## config.mk

```make
export PLATFORM = sky130hd
export DESIGN_NAME = truth_table_sweeper
export DESIGN_NICKNAME = d
export VERILOG_FILES = /design/src/rtl/truth_table_sweeper.sv
export SDC_FILE = /design/constraint.sdc
export NUM_CORES = 1
export LEC_CHECK = 0
export BUFFER_PORTS_ARGS = -buffer_cell sky130_fd_sc_hd__buf_4
export CAP_MARGIN = 20
export CORE_MARGIN = 4
export CORE_UTILIZATION = 55
export CTS_CLUSTER_SIZE = 20
export DETAILED_ROUTE_END_ITERATION = 10
export GPL_TIMING_DRIVEN = 0
export PLACE_DENSITY = 0.79
export REMOVE_ABC_BUFFERS = 1
export SETUP_SLACK_MARGIN = 0.2
export SYNTH_ARGS = -nofsm -noshare
export SYNTH_HDL_FRONTEND = slang
export SYNTH_SLANG_ARGS = --single-unit
```

## constraint.sdc

```tcl
create_clock -name clk -period 2.3 [get_ports clk]
set_clock_uncertainty 0.15 [all_clocks]
set_input_delay 0 -clock clk [delete_from_list [all_inputs] [get_ports clk]]
set_output_delay 0 -clock clk [all_outputs]
set_load 0.1 [all_outputs]
```

## src/rtl/truth_table_sweeper.sv

```systemverilog
// Truth-table sweeper: drives all eight input vectors of a 3-input gate, samples its
// output after a settle time and reports the recovered 8-bit function code.
`timescale 1ns/1ps
module truth_table_sweeper #(
    parameter int unsigned SETTLE_CYCLES = 4
) (
    input  logic       clk,
    input  logic       rst,
    input  logic       start,
    input  logic       abort,
    input  logic [7:0] exp_code,
    input  logic       dut_out,
    output logic       in1,
    output logic       in2,
    output logic       in3,
    output logic       busy,
    output logic       done,
    output logic [7:0] code,
    output logic       match
);

    localparam logic [7:0] SettleLast = 8'(SETTLE_CYCLES);

    typedef enum logic [1:0] {StIdle, StRun, StDone} state_e;

    state_e     state_q, state_d;
    logic [7:0] exp_q, exp_d;
    logic [7:0] work_q, work_d;
    logic [2:0] v_q, v_d;
    logic [7:0] cnt_q, cnt_d;
    logic [7:0] code_q, code_d;
    logic       match_q, match_d;
    logic [7:0] shifted;

    // State and datapath registers with synchronous reset.
    always_ff @(posedge clk) begin
        if (rst) begin
            state_q <= StIdle;
            exp_q   <= '0;
            work_q  <= '0;
            v_q     <= '0;
            cnt_q   <= '0;
            code_q  <= '0;
            match_q <= 1'b0;
        end else begin
            state_q <= state_d;
            exp_q   <= exp_d;
            work_q  <= work_d;
            v_q     <= v_d;
            cnt_q   <= cnt_d;
            code_q  <= code_d;
            match_q <= match_d;
        end
    end

    // Next-state logic: settle count per vector, shift in sample, publish on final vector.
    always_comb begin
        state_d = state_q;
        exp_d   = exp_q;
        work_d  = work_q;
        v_d     = v_q;
        cnt_d   = cnt_q;
        code_d  = code_q;
        match_d = match_q;
        // New sample enters at the LSB so vector 0 ends up in bit 7.
        shifted = {work_q[6:0], dut_out};
        case (state_q)
            StIdle: begin
                if (start && !abort) begin
                    exp_d   = exp_code;
                    work_d  = '0;
                    v_d     = '0;
                    cnt_d   = '0;
                    state_d = StRun;
                end
            end
            StRun: begin
                if (abort) begin
                    // Partial result is dropped; code/match keep the last completed sweep.
                    v_d     = '0;
                    cnt_d   = '0;
                    state_d = StIdle;
                end else if (cnt_q == SettleLast) begin
                    work_d = shifted;
                    cnt_d  = '0;
                    if (v_q == 3'd7) begin
                        code_d  = shifted;
                        match_d = (shifted == exp_q);
                        v_d     = '0;
                        state_d = StDone;
                    end else begin
                        v_d = v_q + 3'd1;
                    end
                end else begin
                    cnt_d = cnt_q + 8'd1;
                end
            end
            StDone: begin
                state_d = StIdle;
            end
            default: begin
                state_d = StIdle;
            end
        endcase
    end

    // Output decode: vector only driven while sweeping.
    always_comb begin
        {in1, in2, in3} = (state_q == StRun) ? v_q : 3'b000;
        busy            = (state_q == StRun);
        done            = (state_q == StDone);
        code            = code_q;
        match           = match_q;
    end

endmodule
```

* After elaboration in Yosys (flattened, before gate mapping)
Cells that the tools add are included.
Operators by class: bitwise operators 1, add/sub/neg operators 2, equal/unequal tests 10, reductions and logical operators 10, mux-type cells 18
Operators with widths (count):
- 8-bit two-way mux | 3
- 8-bit case mux with 2 select lines | 1
- 3-bit two-way mux | 5
- 7-bit two-way mux | 2
- 7-bit case mux with 2 select lines | 1
- 8-bit by 1-bit adder with 8-bit output, second input constant | 1
- 8-bit by 3-bit == test with 1-bit output, second input constant | 1
- 8-bit == test | 1
- 2-bit two-way mux | 4
- 4-bit AND reduction | 2
- 3-bit by 2-bit != test with 1-bit output, second input constant | 2
- 3-bit case mux with 2 select lines | 1
- 3-bit AND reduction | 2
- 2-bit != test, second input constant | 2
- 2-bit case mux with 2 select lines | 1
- 2-bit AND reduction | 2
- 3-bit by 1-bit adder with 3-bit output, second input constant | 1
- 3-bit == test, second input constant | 1
- 2-bit by 1-bit == test with 1-bit output, second input constant | 1
- 2-bit == test, second input constant | 1
- 2-bit logical NOT | 1
- 2-bit by 1-bit != test with 1-bit output, second input constant | 1
- 2-bit nonzero test | 1
- 1-bit logical AND | 1
- 2 further kinds | 2
Storage, ports and cells: word-level logic and storage cells 48, register bits after elaboration 37, input bits 13

* Depth between registers and ports, before layout
word-level depth 5, mapped depth 8, mapped depth without buffers 6

* Worst setup path before layout
Ideal clock, no wire load.
path kind register -> output, from register state_q[0], to output port in1, slack -827 ps, arrival time 2977 ps, data required time 2150 ps, cell stages (with the launch flop) 4, path through dfxtp_1 > clkbuf_1 > nor2b_1 > and2_1
Between the ends: word-level cells in the longest chain between the ends 2
RTL lines:
- start: declaration | RTL line 26 | state_e state_q, state_d;
- start signal: assignment | RTL line 38 | state_q <= StIdle;
- start signal: assignment | RTL line 46 | state_q <= state_d;
- 2-bit by 1-bit == test with 1-bit output
- via busy | RTL line 16 | output logic busy,
- 3-bit two-way mux | RTL line 109 | {in1, in2, in3} = (state_q == StRun) ? v_q : 3'b000;
- end: declaration | RTL line 13 | output logic in1,
The timed path passes the listed nets, and every way through them passes these cells.

* Final worst setup path
from register cnt_q[0], to register match_q (netlist: match)
Between the ends: word-level cells in the longest chain between the ends 2
RTL lines:
- start: declaration | RTL line 30 | logic [7:0] cnt_q, cnt_d;
- start signal: assignment | RTL line 50 | cnt_q <= cnt_d;
- 8-bit by 3-bit == test with 1-bit output | RTL line 83 | end else if (cnt_q == SettleLast) begin
- 4-bit AND reduction (no line)
- end signal: assignment | RTL line 52 | match_q <= match_d;
- end: declaration | RTL line 32 | logic match_q, match_d;
Every way passes these cells. A chain may end at the register's enable or synchronous reset.

==> results.sh <==
export IMPL_fmax_mhz=515
export IMPL_period_share=0.844
export IMPL_hp_start="exp_code[4]"
export IMPL_timing_rr_start="cnt_q[0]"
export IMPL_synth_area_um2=1670
export IMPL_start_util=0.590
export IMPL_outcome="completed"
export IMPL_syn_avg_cell_area_um2=8.61
export IMPL_critical_path_top_delay_family="simple AND/OR/NAND/NOR gates"
export IMPL_wl_per_cell_um=13.1
export IMPL_synth_seq_cells=37
export IMPL_min_period_ns=1.94
export IMPL_setup_viol=0
export IMPL_power_leakage_nw=0.764
export IMPL_cts_tree="built"
export IMPL_cts_clk_slew_worst_paths_ns=0.11
export IMPL_slowest_delay_ns=0.43
export IMPL_yosys_most_used_dff="dfxtp_1"
export IMPL_core_rowCount=19
export IMPL_ant_nets=0
export IMPL_timing_hold_worst_class="in2reg"
export IMPL_grt_max_degree=31
export IMPL_worst_r2r_path_depth=6
export IMPL_synthCells=194
export IMPL_path_cells="inv_1 -> ha_1 -> nor4b_4 -> nand4_4 -> or3_1 -> a21oi_2"
export IMPL_nNetsFinal=249
export IMPL_final_util=0.723
export IMPL_cp_max_fo=10
export IMPL_first_iter_violations=83
export IMPL_synth_most_common_cell="nand2_1"
export IMPL_grt_overflow_total=0
export IMPL_worstMarginPinSlew_ns=0.665
export IMPL_synth_top_area_cell="dfxtp_1"
export IMPL_syn_to_final_growth_pct=22.5
export IMPL_yosysSeqAreaShare=0.443
export IMPL_dr_total_vias=1442
export IMPL_chipWidth_um=63.1
export IMPL_drive_above_1_share=0.202
export IMPL_viasPerCell=5.46
export IMPL_gp_congestion=0.796
export IMPL_ys_warn_count=0
export IMPL_clkSinkCount=37
export IMPL_total_power_mw=1.10
export IMPL_ctsRootBufferMaster="clkbuf_4"
export IMPL_cp_num_buf_inv=1
export IMPL_synth_edf_count=0
export IMPL_drc_errors=0
export IMPL_slowest_stage="or3_1"
export IMPL_synth_top_cell_area_share=0.443
export IMPL_hold_end="exp_q[4]"
export IMPL_crit_path_end_kind="flop"
export IMPL_ctsLongestPathBuffers=2
export IMPL_hold_path_cell_count=4
export IMPL_maxSlewViolCount=0
export IMPL_h_tree_depth=2
export IMPL_synth_common_cells="nand2_1, dfxtp_1, a21oi_1"
export IMPL_peakVddDrop_mv=0.377
export IMPL_synth_async_reset_ratio=0
export IMPL_place_area_um2=1870
export IMPL_reg2reg_slack_ns=0.36
export IMPL_slew_headroom=0.556
export IMPL_worstPathArrival_ns=2.08
export IMPL_cts_buffers=5
export IMPL_n_antenna_cell=0
export IMPL_firstDrtPassIters=4
export IMPL_core_area_um2=2830
export IMPL_drv_cap=0
export IMPL_yosysUniqueCellTypes=37
export IMPL_powerDensity_nw_per_um2=537
export IMPL_grt_first_pass_wirelength_um=6000
export IMPL_grt_pass1_vias=1294
export IMPL_die_h_um=63.1
export IMPL_die_area_um2=3980
export IMPL_track_usage=0.188
export IMPL_ios=27
export IMPL_path_class="reg2reg"
export IMPL_final_hold_violation_count=0
export IMPL_r2r_end="match"
export IMPL_grt_setup_unrepaired="no"
export IMPL_clk_latency_ns=0.34
export IMPL_antenna_found_initial=0
export IMPL_io_buffer_count=26
export IMPL_dpl_hpwl_um=2400
export IMPL_final_area_um2=2050
export IMPL_cp_required_ns=2.44
export IMPL_routed_wl_um=3470
export IMPL_ys_top_cells_by_area="dfxtp_1, nand2_1, a21oi_1, xnor2_1, o21ai_0"
export IMPL_tns_ns=0
export IMPL_worst_setup_path_start_kind="flop"
## through the flow
| stage | setup WS, ns | cells | hold WS (ns) |
|---|---|---|---|
| 6_report | 0.359 | 264 | 0.289 |
| 5_1_grt | 0.207 | 264 | 0.282 |
| 4_1_cts | 0.274 | 264 | 0.278 |
| 3_5_place_dp | 0.284 | 244 | 0.109 |
| 3_3_place_gp | 0.313 | 244 | 0.0973 |
| 2_1_floorplan | -0.706 | 187 | -0.0876 |
## power breakdown
group          internal (mW)  switching (mW)
sequential             0.650         0.00932
clock                  0.115           0.219
combinational         0.0517          0.0535
## worst max-delay path by stage
stage                     from        to  cells past startpoint
floorplan           state_q[0]       in1                      2
global placement        v_q[0]     match                      5
detailed placement      v_q[0]     match                      5
CTS                 state_q[0]  cnt_q[7]                      4
global route          cnt_q[0]     match                      6
finish                cnt_q[0]     match                      6
## per-layer routing
layer | wire [µm] | track usage
met1 | 1610 | 0.257
met3 | 147 | 0.0480
met2 | 1650 | 0.283
met5 | 0 | 0
met4 | 56 | 0.0744
## layout make-up
cell class | instances | area, µm²
fillers | 224 | 783
repair buffers | 38 | 315
clock inverters | 3 | 17.5
multi-input cells | 147 | 883
inverters | 3 | 11.3
well taps | 31 | 38.8
flip-flops and latches | 37 | 742
clock buffers | 5 | 37.5
## sequential cells by signal (all words and copies together), names as in the netlist
register  cells
exp_q         8
work_q        7
code          8
match         1
cnt_q         8
state_q       2
v_q           3
## cell usage in the layout (no fill, tap or decap), types with 2 or more instances in the layout
| cell | netlist | layout |
|---|---|---|
| buf_4 | 1 | 26 |
| nor2_1 | 10 | 10 |
| and2_1 | 3 | 3 |
| and2_2 | 2 | 2 |
| xnor2_1 | 9 | 9 |
| xor2_1 | 4 | 4 |
| o21ai_0 | 12 | 12 |
| inv_1 | 3 | 3 |
| nor3b_2 | 2 | 2 |
| nand3_1 | 9 | 9 |
| dfxtp_1 | 37 | 36 |
| clkinv_2 | 0 | 2 |
| dlygate4sd3_1 | 0 | 12 |
| o21ai_1 | 2 | 2 |
| nand2_1 | 38 | 38 |
| ha_1 | 4 | 3 |
| clkbuf_4 | 0 | 5 |
| nand4_1 | 2 | 2 |
| a21oi_1 | 28 | 28 |
| o211ai_1 | 3 | 3 |
## what timing repair did
item	CTS	global route
setup buffers	0	0
gates resized for setup	0	3
hold endpoints to repair	29	0
hold buffers	12	0
endpoints found under the setup margin	0	11
## worst reg2reg max path: cells and delay by family (launching register included)
family	cells	cell delay (ns)
fa+ha+maj	1	0.16
flops	1	0.35
compound gates	1	0.13
simple gates	3	1.00
buf+inv	1	0.10
## kinds of logic after synthesis
family	after synthesis	synth area share
AO/OA/AOI/OAI	51	0.170
XOR/XNOR	13	0.0682
adder cells (fa/ha/maj)	4	0.0300
buffers and inverters	10	0.0292
flip-flops	37	0.443
multiplexers	1	0.00599
AND/OR/NAND/NOR	78	0.253
(Power assumes the default switching activity.)
